`src/rtl/descriptor_dispatch.sv`:
```
// descriptor_dispatch
//   Takes one descriptor at a time from the frame-parser send stage on a
//   wr/ack handshake. The active wr line picks the destination: host, hcp or
//   network. Each descriptor is queued in that destination's FIFO and drained
//   to its consumer on valid/ready. Consumer back-pressure therefore does not
//   stall the parser until the target FIFO is full.
// Ports
//   clk_sys, reset_n              clock, async active-low reset
//   i_descriptor_wr_to_*          level request, one per destination
//   iv_descriptor[56:0]           descriptor ([8:0] = pkt bufid)
//   i_inverse_map_lookup_flag     side flag stored with network entries
//   o_descriptor_ack              1-cycle accept pulse
//   o_{host,hcp,net}_valid / i_*_ready / ov_*_descriptor   consumer channels
//   o_net_inverse_map_flag        flag paired with ov_net_descriptor
//   o_sel_error                   1-cycle pulse when >1 wr line was high
// Build option
//   DISPATCH_STAT_EN: adds ov_host_cnt/ov_hcp_cnt/ov_net_cnt (accepted writes)
//   and ov_sel_err_cnt (select errors). These are wrapping counters.

module desc_fifo #(
    parameter int DW         = 57,
    parameter int FIFO_DEPTH = 4,
    parameter int CNT_W      = 3
) (
    input  logic          clk_sys,
    input  logic          reset_n,
    input  logic          i_push,
    input  logic [DW-1:0] iv_din,
    input  logic          i_ready,
    output logic          o_valid,
    output logic          o_full,
    output logic [DW-1:0] ov_dout
);
    localparam int PTR_W = $clog2(FIFO_DEPTH);

    logic [FIFO_DEPTH-1:0][DW-1:0] r_mem;
    logic [PTR_W-1:0]              r_wptr, r_rptr;
    logic [CNT_W-1:0]              r_cnt;
    logic                          w_pop;

    assign o_valid = (r_cnt != '0);
    assign o_full  = (r_cnt == CNT_W'(FIFO_DEPTH));
    assign w_pop   = o_valid & i_ready;
    assign ov_dout = r_mem[r_rptr];

    always_ff @(posedge clk_sys or negedge reset_n) begin
        if (!reset_n) begin
            r_mem  <= '0;
            r_wptr <= '0;
            r_rptr <= '0;
            r_cnt  <= '0;
        end else begin
            if (i_push) begin
                r_mem[r_wptr] <= iv_din;
                r_wptr        <= r_wptr + 1'b1;
            end
            if (w_pop) r_rptr <= r_rptr + 1'b1;
            case ({i_push, w_pop})
                2'b10:   r_cnt <= r_cnt + 1'b1;
                2'b01:   r_cnt <= r_cnt - 1'b1;
                default: r_cnt <= r_cnt;
            endcase
        end
    end
endmodule

module descriptor_dispatch #(
    parameter int FIFO_DEPTH = 4,
    parameter int CNT_W      = 3
) (
    input  logic        clk_sys,
    input  logic        reset_n,
    input  logic        i_descriptor_wr_to_host,
    input  logic        i_descriptor_wr_to_hcp,
    input  logic        i_descriptor_wr_to_network,
    input  logic [56:0] iv_descriptor,
    input  logic        i_inverse_map_lookup_flag,
    output logic        o_descriptor_ack,
    output logic        o_host_valid,
    input  logic        i_host_ready,
    output logic [56:0] ov_host_descriptor,
    output logic        o_hcp_valid,
    input  logic        i_hcp_ready,
    output logic [56:0] ov_hcp_descriptor,
    output logic        o_net_valid,
    input  logic        i_net_ready,
    output logic [56:0] ov_net_descriptor,
    output logic        o_net_inverse_map_flag,
`ifdef DISPATCH_STAT_EN
    output logic [15:0] ov_host_cnt,
    output logic [15:0] ov_hcp_cnt,
    output logic [15:0] ov_net_cnt,
    output logic [7:0]  ov_sel_err_cnt,
`endif
    output logic        o_sel_error
);
    localparam int NCH = 3;  // channel 0 host, 1 hcp, 2 network
    localparam int NET = 2;

    typedef enum logic [0:0] {IDLE, GUARD} state_t;

    state_t                     r_state, w_state_nxt;
    logic                       r_ack, r_err;
    logic                       w_ack_nxt, w_err_nxt;
    logic [NCH-1:0]             w_wr, w_push, w_full, w_valid, w_ready;
    logic [NCH-1:0][56:0]       w_head;
    logic                       w_net_flag;
    logic                       w_onehot, w_multi;

    assign w_wr     = {i_descriptor_wr_to_network, i_descriptor_wr_to_hcp, i_descriptor_wr_to_host};
    assign w_ready  = {i_net_ready, i_hcp_ready, i_host_ready};
    assign w_onehot = (w_wr == 3'b001) || (w_wr == 3'b010) || (w_wr == 3'b100);
    assign w_multi  = (w_wr != '0) && !w_onehot;

    always_ff @(posedge clk_sys or negedge reset_n) begin
        if (!reset_n) begin
            r_state <= IDLE;
            r_ack   <= 1'b0;
            r_err   <= 1'b0;
        end else begin
            r_state <= w_state_nxt;
            r_ack   <= w_ack_nxt;
            r_err   <= w_err_nxt;
        end
    end

    // The full check uses the pre-pop count, so a blocked wr simply stays
    // high and retries each IDLE cycle. A multi-select is acked so upstream
    // can drop its lines; otherwise that case would deadlock.
    always_comb begin
        w_state_nxt = r_state;
        w_ack_nxt   = 1'b0;
        w_err_nxt   = 1'b0;
        w_push      = '0;
        case (r_state)
            IDLE: begin
                if (w_multi) begin
                    w_ack_nxt   = 1'b1;
                    w_err_nxt   = 1'b1;
                    w_state_nxt = GUARD;
                end else if (w_onehot && ((w_wr & ~w_full) != '0)) begin
                    w_push      = w_wr;
                    w_ack_nxt   = 1'b1;
                    w_state_nxt = GUARD;
                end
            end
            // Upstream drops wr one edge after seeing ack. Ignore that edge.
            GUARD:   w_state_nxt = IDLE;
            default: w_state_nxt = IDLE;
        endcase
    end

    for (genvar c = 0; c < NCH; c++) begin : gen_ch
        if (c == NET) begin : gen_net
            logic [57:0] w_q;
            desc_fifo #(.DW(58), .FIFO_DEPTH(FIFO_DEPTH), .CNT_W(CNT_W)) u_fifo (
                .clk_sys (clk_sys),
                .reset_n (reset_n),
                .i_push  (w_push[c]),
                .iv_din  ({i_inverse_map_lookup_flag, iv_descriptor}),
                .i_ready (w_ready[c]),
                .o_valid (w_valid[c]),
                .o_full  (w_full[c]),
                .ov_dout (w_q)
            );
            assign w_head[c]  = w_q[56:0];
            assign w_net_flag = w_q[57];
        end else begin : gen_plain
            desc_fifo #(.DW(57), .FIFO_DEPTH(FIFO_DEPTH), .CNT_W(CNT_W)) u_fifo (
                .clk_sys (clk_sys),
                .reset_n (reset_n),
                .i_push  (w_push[c]),
                .iv_din  (iv_descriptor),
                .i_ready (w_ready[c]),
                .o_valid (w_valid[c]),
                .o_full  (w_full[c]),
                .ov_dout (w_head[c])
            );
        end
    end

    assign o_descriptor_ack       = r_ack;
    assign o_sel_error            = r_err;
    assign o_host_valid           = w_valid[0];
    assign o_hcp_valid            = w_valid[1];
    assign o_net_valid            = w_valid[NET];
    assign ov_host_descriptor     = w_head[0];
    assign ov_hcp_descriptor      = w_head[1];
    assign ov_net_descriptor      = w_head[NET];
    assign o_net_inverse_map_flag = w_net_flag;

`ifdef DISPATCH_STAT_EN
    logic [NCH-1:0][15:0] r_wr_cnt;
    logic [7:0]           r_sel_err_cnt;

    always_ff @(posedge clk_sys or negedge reset_n) begin
        if (!reset_n) begin
            r_wr_cnt      <= '0;
            r_sel_err_cnt <= '0;
        end else begin
            for (int c = 0; c < NCH; c++)
                if (w_push[c]) r_wr_cnt[c] <= r_wr_cnt[c] + 1'b1;
            if (w_err_nxt) r_sel_err_cnt <= r_sel_err_cnt + 1'b1;
        end
    end

    assign ov_host_cnt    = r_wr_cnt[0];
    assign ov_hcp_cnt     = r_wr_cnt[1];
    assign ov_net_cnt     = r_wr_cnt[NET];
    assign ov_sel_err_cnt = r_sel_err_cnt;
`endif
endmodule

```
`config.mk`:
```
export PLATFORM = sky130hd
export DESIGN_NAME = descriptor_dispatch
export DESIGN_NICKNAME = d
export VERILOG_FILES = /design/src/rtl/descriptor_dispatch.sv
export SDC_FILE = /design/constraint.sdc
export NUM_CORES = 1
export LEC_CHECK = 0
export ABC_CLOCK_PERIOD_IN_PS = 4360
export BUFFER_PORTS_ARGS = -buffer_cell sky130_fd_sc_hd__buf_2
export CAP_MARGIN = 20
export CELL_PAD_IN_SITES_DETAIL_PLACEMENT = 1
export CELL_PAD_IN_SITES_GLOBAL_PLACEMENT = 2
export CORE_ASPECT_RATIO = 1.5
export CORE_MARGIN = 4
export CORE_UTILIZATION = 40
export CTS_BUF_LIST = sky130_fd_sc_hd__clkbuf_8
export DETAILED_ROUTE_END_ITERATION = 10
export GPL_TIMING_DRIVEN = 1
export PLACE_DENSITY = 0.8
export REMOVE_ABC_BUFFERS = 1
export SLEW_MARGIN = 20
export SYNTH_ARGS = -nofsm -noshare
export SYNTH_HDL_FRONTEND = slang
export SYNTH_SLANG_ARGS = --single-unit
```
`constraint.sdc`:
```
create_clock -name clk_sys -period 4.36 [get_ports clk_sys]
set_input_delay 0.436 -clock clk_sys [delete_from_list [all_inputs] [get_ports clk_sys]]
set_output_delay 0.436 -clock clk_sys [all_outputs]
set_load 0.02 [all_outputs]
```
==> results.cfg, run 1 <==
[worst_setup_path]
crit_start = gen_ch[2].gen_net.u_fifo.r_rptr[0]
r2r_slack_ns = 1.49
r2r_start = o_descriptor_ack
crit_required_ns = 3.92
arrival_ns = 2.98
end_kind = output pin
path_max_fanout = 38
critPathLaunchType = flip-flop
path_class = reg -> out
r2r-end = gen_ch[2].gen_net.u_fifo.r_mem[123]
worst_r2r_path_depth = 4

[clocking]
h-tree-depth = 3
cts_setup_buffers = 0
ctsLongestPathBuffers = 3
cts-root-buf = clkbuf_8
cts_tree = yes
hold_buffers = 2
cts.sinks = 711
cts_resized = 0
path_clk_slew_ns = 0.06
cts_buffers = 109
clkLatencyLatePin_ns = 0.72

[timing]
final.period_utilization_pct = 78.4
fin_skew_ns = 0.0300
tns_ns = 0
slew_headroom_pct = 22.7
finalCriticalPeriod_ns = 3.42
rsz0062_at_grt = false
fmax_ghz = 0.292
tightest_slew_ns = 1.16
setup_viol = 0
slew_viol_final = 0
hold_violations = 0

[synthesis]
yosys.area_share.adder_pct = 0.828
synth_top_area_cell = dfrtp_1
synth_compound_area_share_pct = 0.165
yosysTopAreaCellShare_pct = 57.2
synth_area_sq_um = 31100
synth.yosys.warnings = 0
synth_seq_cells = 711
synth_top_family_by_area = multiplexers
synth_area_per_cell_sq_um = 16.9
synth-xor-area-share_pct = 0.506
synth-edff-count = 0
synth_ff_type = dfrtp_1
synth_area_leaders = dfrtp_1 57%, mux2_2 25%, mux4_2 12%
synth_cell_types = 30
synthSimpleGateAreaFrac_pct = 0.788
synthArstFlopShare_pct = 100
synthMuxAreaShare_pct = 37.5
syn_inst = 1840
ys_seq_area_share_pct = 57.2

[worst_hold_path]
hold_path_end = gen_ch[2].gen_net.u_fifo.r_mem[216]
hold_path_depth = 2
min_from = iv_descriptor[42]
min_path_type = in -> reg

[drt]
drtIter0Drc = 705
vias_per_cell = 5.36
wirelength_mm = 79.6
vias = 16883
drc = 0
wl_per_cell_um = 25.3
dr.pass1.iters = 4
ant_nets = 0

[floorplan]
core_sq_um = 77300
rows = 125
start_util_pct = 40.3
die_h_um = 350
die_w_um = 236
ioPinCount = 243
fp.dieArea_sq_um = 82400

[place]
gp_congestion = 0.723
hpwl_mm = 49.5
io_buffers = 242

[final_layout]
post-route-util_pct = 45.8
fillers = 7517
layout_common_cells = 705 x dfrtp_1, 681 x mux2_2, 241 x buf_2
drive_gt1_share_pct = 61.1
final_common_cell = dfrtp_1
multi_input_area_sq_um = 12500
nNetsFinal = 2138
synthToLayoutAreaGrowth_pct = 13.6
ff_latch_area_sq_um = 17800

[global_route]
track_usage_pct = 19.5
grt_pass1_vias = 20106
grt_overflow = 0
grt_pass1_wl_mm = 124
antenna_found_initial = 6
grt_max_degree = 117

[power_and_ir_drop]
ir_drop_mv = 0.616
p_leak_uw = 0.0167
powerDensity_nw_per_um2 = 785

[outcome]
outcome = complete, no violations

[flow_run]
cap_violations = 0
==> worst max-delay path, cell delays in order, from the launching register on <==
cell     delay (ns)
dfrtp_4        1.03
buf_4          0.39
mux4_2         0.61
buf_2          0.20
==> power by group <==
group	total [uW]	internal (uW)	switching [uW]	leakage (uW)
registers	11700	9510	2150	0.00912
clock network	5450	2910	2530	0.00123
logic	10700	5520	5150	0.00637
==> cells in the mapped netlist (all sizes together) (7+ instances only) <==
master / number
nand3: 12
mux4: 172
ha: 15
buf: 96
clkbuf: 76
nand2: 7
xnor2: 9
xor2: 9
dfrtp: 711
mux2: 691
inv: 15
==> worst max path at each step <==
stage	slack, ns	endpoint	cells after the start
global placement	1.43	gen_ch[2].gen_net.u_fifo.r_mem[79]	5
floorplan	0.82	o_net_inverse_map_flag	1
global route	0.71	ov_net_descriptor[1]	3
finish	0.94	ov_net_descriptor[1]	3
detailed placement	1.42	gen_ch[2].gen_net.u_fifo.r_mem[153]	5
CTS	0.74	ov_net_descriptor[1]	3
==> layout make-up <==
type | count | share of cell area (%)
well taps | 1016 | 3.59
flip-flops and latches | 711 | 50.4
clock buffers | 137 | 5.33
clock inverters | 46 | 0.704
multi-input cells | 942 | 35.4
repair buffers | 275 | 4.44
inverters | 15 | 0.159
diodes | 5 | 0.0354
==> kinds of logic after synthesis <==
| logic type | Yosys count |
|---|---|
| adder cells (fa/ha/maj) | 19 |
| flip-flops | 711 |
| AO/OA/AOI/OAI | 7 |
| XOR/XNOR | 18 |
| buffers and inverters | 187 |
| multiplexers | 865 |
| AND/OR/NAND/NOR | 33 |
==> registers in the layout (all words and copies together), names as in the netlist <==
register,count
gen_ch.gen_net.u_fifo.r_cnt,3
gen_ch.gen_net.u_fifo.r_mem,232
gen_ch.gen_net.u_fifo.r_rptr,2
gen_ch.gen_net.u_fifo.r_wptr,2
gen_ch.gen_plain.u_fifo.r_cnt,6
gen_ch.gen_plain.u_fifo.r_mem,456
gen_ch.gen_plain.u_fifo.r_rptr,4
gen_ch.gen_plain.u_fifo.r_wptr,4
o_descriptor_ack,1
o_sel_error,1
==> per-stage QoR <==
stage,cell area [sq um],std cells,total power [uW],hold WS (ns),setup WS [ns]
final,35400,3147,27800,0.111,0.941
after global routing,35400,3145,29400,0.0760,0.713
after CTS,35300,3141,28300,0.0193,0.736
after detailed placement,33200,2956,22700,0.480,1.42
after global placement,33200,2956,22000,0.469,1.43
after floorplan,30200,1668,18500,0.140,0.819
==> per-layer routing <==
layer	GRT usage, %	up-vias	wire [um]
met4	5.61	2	1920
met5	0	-	13
met3	3.51	96	3020
met1	23.8	9318	32100
met2	35.4	292	42500
li1	-	7175	-
Power figures use the tool's default switching activity.
==> inputs of run 2 (changes only) <==
--- a/config.mk
+++ b/config.mk
@@ -5,18 +5,19 @@
 export SDC_FILE = /design/constraint.sdc
 export NUM_CORES = 1
 export LEC_CHECK = 0
-export ABC_CLOCK_PERIOD_IN_PS = 4360
+export ABC_AREA = 1
+export ABC_CLOCK_PERIOD_IN_PS = 2900
 export BUFFER_PORTS_ARGS = -buffer_cell sky130_fd_sc_hd__buf_2
 export CAP_MARGIN = 20
 export CELL_PAD_IN_SITES_DETAIL_PLACEMENT = 1
 export CELL_PAD_IN_SITES_GLOBAL_PLACEMENT = 2
 export CORE_ASPECT_RATIO = 1.5
 export CORE_MARGIN = 4
-export CORE_UTILIZATION = 40
+export CORE_UTILIZATION = 34
 export CTS_BUF_LIST = sky130_fd_sc_hd__clkbuf_8
 export DETAILED_ROUTE_END_ITERATION = 10
 export GPL_TIMING_DRIVEN = 1
-export PLACE_DENSITY = 0.8
+export PLACE_DENSITY = 0.87
 export REMOVE_ABC_BUFFERS = 1
 export SLEW_MARGIN = 20
 export SYNTH_ARGS = -nofsm -noshare
==> constraint.sdc (replaced) <==
create_clock -name clk_sys -period 2.9 [get_ports clk_sys]
set_input_delay 0.29 -clock clk_sys [delete_from_list [all_inputs] [get_ports clk_sys]]
set_output_delay 0.29 -clock clk_sys [all_outputs]
set_load 0.02 [all_outputs]
==> results.cfg, run 2 <==
[clocking]
cts_buffers = 113
cts-root-buf = clkbuf_8
cts_tree = yes
cts.sinks = 711
path_clk_slew_ns = 0.06
clkLatencyLatePin_ns = 0.77
ctsLongestPathBuffers = 3
h-tree-depth = 3

[worst_setup_path]
path_max_fanout = 60
crit_required_ns = 2.61
end_kind = output pin
arrival_ns = 2.54
critPathLaunchType = flip-flop
path_class = reg -> out

[final_layout]
fillers = 11534
design_area_sq_um = 37700
synthToLayoutAreaGrowth_pct = 16.9
final_common_cell = nand2_1
largest_register = gen_ch.gen_plain.u_fifo.r_mem
nNetsFinal = 4397
largest_reg_flops = 456
drive_gt1_share_pct = 12.5
layout_common_cells = 2,081 x nand2_1, 705 x dfrtp_1, 362 x nor2_1
reg_top3 = gen_ch.gen_plain.u_fifo.r_mem (456), gen_ch.gen_net.u_fifo.r_mem (232), gen_ch.gen_plain.u_fifo.r_cnt (6)

[synthesis]
synth-edff-count = 0
synth.yosys.warnings = 0
synth_area_leaders = dfrtp_1 55%, nand2_1 24%, o21ai_0 5.5%
syn_inst = 4105
yosysTopAreaCellShare_pct = 55.1
synthTopCellsByCount = 2,081 x nand2_1, 711 x dfrtp_1, 362 x nor2_1, 353 x o21ai_0, 200 x clkbuf_1
synth_ff_type = dfrtp_1
synth_cell_types = 24
synth_area_per_cell_sq_um = 7.87
ys_seq_area_share_pct = 55.1
synth_seq_cells = 711
synth_top_area_cell = dfrtp_1
synth_most_common_cell = nand2_1
synthArstFlopShare_pct = 100
synth_area_sq_um = 32300

[timing]
setup_viol = 0
slew_headroom_pct = 32.1
finalCriticalPeriod_ns = 2.83
fin_ws_ns = 0.0650
tns_ns = 0
final.period_utilization_pct = 97.8
rsz0062_at_grt = false
hold_violations = 0
fmax_ghz = 0.353
tightest_slew_ns = 1.02
slew_viol_final = 0
fin_skew_ns = 0.0182

[global_route]
grt_overflow = 0
grt_pass1_vias = 31040
grt_pass1_wl_mm = 182
track_usage_pct = 23.5
grt_max_degree = 79
antenna_found_initial = 6

[power_and_ir_drop]
p_int_uw = 26000
totalPowerFinal_uw = 47300
p_leak_uw = 0.0199
seqPwrFrac_pct = 36.6
switchingPower_uw = 21200
ir_drop_mv = 0.638
netSwitchingFraction_pct = 44.9
combPwrFrac_pct = 45.5
powerDensity_nw_per_um2 = 1250
clockPowerShare_pct = 17.9

[drt]
drtIter0Drc = 1625
wl_per_cell_um = 20.8
vias_per_cell = 5.08
ant_nets = 0
drc = 0
dr.pass1.iters = 5
vias = 28742
wirelength_mm = 118

[place]
pre_cts_ws_ns = 0.418
io_buffers = 242
gp_congestion = 0.778
post_dp_cell_area_sq_um = 34700
hpwl_mm = 69.4

[floorplan]
die_w_um = 260
core_sq_um = 94300
rows = 138
die_h_um = 385
ioPinCount = 243
start_util_pct = 34.3
fp.dieArea_sq_um = 100000

[outcome]
outcome = complete, no violations

[worst_hold_path]
min_path_type = in -> async

[flow_run]
cap_violations = 0
[run 2: changes by cell type after synthesis, sizes merged, moves of 124 or more]
cell / change
clkbuf: +124
mux2: -691
mux4: -172
nand2: +2074
nor2: +372
o21ai: +353
o22ai: +172
[run 2: final cells by class]
cell class,count,area (sq um),share of cell area (%)
Inverter,46,196,0.520
Antenna cell,2,5.00,0.0133
Tap cell,1260,1580,4.18
Clock buffer,137,1890,5.00
Sequential cell,711,17800,47.2
Timing Repair Buffer,407,3100,8.20
Clock inverter,64,297,0.786
Multi-Input combinational cell,3034,12900,34.1
[run 2: kinds of logic (layout without fill, tap and decap cells)]
group,after synthesis,after routing,share of synthesized area (%)
and+or+nand+nor,2475,2475,29.2
DFF,711,711,55.1
AOI/OAI and AO/OA,529,529,8.88
buffers and inverters,360,654,5.73
adders and majority gates,18,18,0.767
xor gates and xnor gates,12,12,0.325
other,0,2,0
[run 2: critical path: stages (launching register included)]
cell and delay (ns):
dfrtp_4 0.53, inv_8 0.21, buf_16 0.27, o21ai_0 0.15
o22ai_1 0.27, buf_2 0.23
[run 2: worst paths after layout]
kind / slack, ns / startpoint / end / cells past startpoint
setup / recovery: 0.07 / gen_ch[0].gen_plain.u_fifo.r_rptr[0] / ov_host_descriptor[6] / 5
hold / removal: 0.18 / reset_n / gen_ch[2].gen_net.u_fifo.r_mem[149] / 2
setup reg to reg: 0.42 / gen_ch[1].gen_plain.u_fifo.r_cnt[1] / gen_ch[0].gen_plain.u_fifo.r_cnt[2] / 11
hold reg to reg: 0.47 / gen_ch[0].gen_plain.u_fifo.r_mem[68] / gen_ch[0].gen_plain.u_fifo.r_mem[68] / 2
max in group asynchronous: 1.69 / reset_n / gen_ch[2].gen_net.u_fifo.r_mem[26] / 4
min in group clk_sys: 0.32 / i_inverse_map_lookup_flag / gen_ch[2].gen_net.u_fifo.r_mem[57] / 4
[run 2: what timing repair did]
item                                   in CTS  in global routing
endpoints found under the hold margin     748                  0
setup buffers                               2                  0
hold buffers                               65                  0
gates resized for setup                    38                  3
setup endpoints to repair                  90                  4
pin swaps                                   0                  0
[run 2: power by group through the flow]
stage | Sequential [uW] | Combinational, uW | Clock [uW]
finish | 17300 | 21500 | 8470
floorplan | 17200 | 12400 | 0
CTS | 17300 | 21800 | 8740
global route | 17900 | 23700 | 9160
global placement | 17300 | 20800 | 0
detailed placement | 17400 | 21200 | 0
[run 2: per-layer routing]
metal	vias to the layer above	part of all wire, %	track usage, %
li1	13262	-	-
met1	14617	43	29.5
met2	643	49	41.1
met3	216	4.3	3.41
met4	4	3.5	8.42
met5	-	0.023	0
[run 2: per-stage QoR]
step | utilization, % | hold WS, ns | std cells
floorplan | - | -0.00559 | 3791
detailed placement | 36.8 | 0.410 | 5391
finish | 40.0 | 0.184 | 5661
CTS | 40.0 | 0.149 | 5659
global placement | 36.8 | 0.413 | 5391
global route | 40.0 | 0.199 | 5660
==> inputs of run 3 (changes only) <==
==> constraint.sdc (replaced) <==
create_clock -name clk_sys -period 2.9 [get_ports clk_sys]
set_input_delay 0.145 -clock clk_sys [delete_from_list [all_inputs] [get_ports clk_sys]]
set_output_delay 0.145 -clock clk_sys [all_outputs]
set_load 0.02 [all_outputs]
==> results.cfg, run 3 (synthesis gave the netlist of run 2 again) <==
[clocking]
cts_buffers = 115
cts-root-buf = clkbuf_8
ctsLongestPathBuffers = 3
path_clk_slew_ns = 0.06
clkLatencyLatePin_ns = 0.81
h-tree-depth = 3
cts.sinks = 711
cts_tree = yes

[power_and_ir_drop]
seqPwrFrac_pct = 35.7
clockPowerShare_pct = 20.2
ir_drop_mv = 0.712
combPwrFrac_pct = 44.1
netSwitchingFraction_pct = 44.2
switchingPower_uw = 21400
p_int_uw = 27000
p_leak_uw = 0.0201
totalPowerFinal_uw = 48500
powerDensity_nw_per_um2 = 1270

[final_layout]
design_area_sq_um = 38100
reg_top3 = gen_ch.gen_plain.u_fifo.r_mem (456), gen_ch.gen_net.u_fifo.r_mem (232), gen_ch.gen_plain.u_fifo.r_cnt (6)
nNetsFinal = 4401
largest_register = gen_ch.gen_plain.u_fifo.r_mem
final_common_cell = nand2_1
ff_latch_area_sq_um = 17800
multi_input_area_sq_um = 12800
largest_reg_flops = 456
fillers = 11424
drive_gt1_share_pct = 12.9
layout_common_cells = 2,081 x nand2_1, 705 x dfrtp_1, 362 x nor2_1
synthToLayoutAreaGrowth_pct = 17.9

[worst_setup_path]
critPathLaunchType = flip-flop
crit_required_ns = 2.76
end_kind = output pin
arrival_ns = 2.71
path_class = reg -> out
path_max_fanout = 117

[drt]
wl_per_cell_um = 20.9
drc = 0
dr.pass1.iters = 5
vias_per_cell = 5.12
ant_nets = 0
drtIter0Drc = 1750
vias = 29030
wirelength_mm = 119

[floorplan]
ioPinCount = 243
core_sq_um = 94300
start_util_pct = 34.3
fp.dieArea_sq_um = 100000
die_h_um = 385
die_w_um = 260
rows = 138

[global_route]
grt_max_degree = 118
antenna_found_initial = 2
track_usage_pct = 23.7
grt_pass1_vias = 30994
grt_overflow = 0
grt_pass1_wl_mm = 184

[timing]
tns_ns = 0
setup_viol = 0
fin_skew_ns = 0.0482
final.period_utilization_pct = 98.4
slew_headroom_pct = 55.1
slew_viol_final = 0
finalCriticalPeriod_ns = 2.85
tightest_slew_ns = 0.674
fmax_ghz = 0.351
hold_violations = 0
rsz0062_at_grt = false
hold_ws_ns = 0.156

[flow_run]
cap_violations = 0

[place]
hpwl_mm = 71.3
io_buffers = 242
post_dp_cell_area_sq_um = 34700
gp_congestion = 0.761

[outcome]
outcome = complete, no violations

[worst_hold_path]
min_path_type = in -> reg
run 3: changes by cell type in the layout (fill, tap and decap cells not counted), moves of 2 or more:
cell,delta
buf_4,+9
buf_6,-7
bufinv_16,+6
clkbuf_8,+20
clkinv_2,+2
inv_1,-18
inv_4,+2
o22ai_1,+11
o22ai_2,-11
run 3: timing repair:
action | 4_1_cts | 5_1_grt
pin swaps | 0 | 0
setup buffers | 0 | 0
gates resized for setup | 13 | 5
hold endpoints to repair | 1359 | 0
hold buffers | 66 | 0
endpoints found under the setup margin | 32 | 6
run 3: cell type report:
class                      instances  share of cell area, %
sequential                       711                   46.8
multi-input combinational       3034                   33.6
timing repair buffer             409                   8.12
clock buffer                     157                   5.68
tap                             1260                   4.14
clock inverter                    55                   1.14
inverter                          46                  0.499
antenna                            1                0.00657
run 3: final timing paths:
path	startpoint	end	slack [ns]	cells after the start
max	gen_ch[2].gen_net.u_fifo.r_rptr[0]	ov_net_descriptor[6]	0.05	4
max reg2reg	gen_ch[0].gen_plain.u_fifo.r_cnt[0]	gen_ch[0].gen_plain.u_fifo.r_cnt[2]	0.48	11
min in group asynchronous	reset_n	gen_ch[0].gen_plain.u_fifo.r_mem[172]	0.26	3
max in group asynchronous	reset_n	gen_ch[0].gen_plain.u_fifo.r_mem[105]	2.01	4
min reg2reg	gen_ch[1].gen_plain.u_fifo.r_mem[87]	gen_ch[1].gen_plain.u_fifo.r_mem[87]	0.47	2
min	i_inverse_map_lookup_flag	gen_ch[2].gen_net.u_fifo.r_mem[57]	0.16	4
run 3: stage by stage:
stage / setup WS, ns / utilization (%) / std cells
5_1_grt: 0.00570 / 40.4 / 5673
3_5_place_dp: 0.448 / 36.8 / 5394
3_3_place_gp: 0.457 / 36.8 / 5394
4_1_cts: 0.00186 / 40.4 / 5672
2_1_floorplan: -1.33 / - / 3791
6_report: 0.0475 / 40.4 / 5673
run 3: power by group through the flow:
stage                     Clock [uW]  Sequential, uW  Combinational [uW]
after floorplan                    0           17200               12400
after CTS                      10000           17300               21600
final                           9780           17300               21400
after global placement             0           17200               20900
after detailed placement           0           17400               21300
after global routing           10500           18000               23600
run 3: worst max-delay path, stage by stage, from the launching register on:
cell,delay [ns]
dfrtp_4,0.45
buf_12,0.46
o21ai_0,0.20
o22ai_1,0.48
buf_2,0.27
run 3: routing by layer:
metal  GRT usage [%]  share of wire, %  vias up
met5               0            0.0059        -
met4            6.96               2.7        2
met3            3.37               4.3      179
met2            42.0                50      620
met1            30.0                43    14965
li1                -                 -    13264
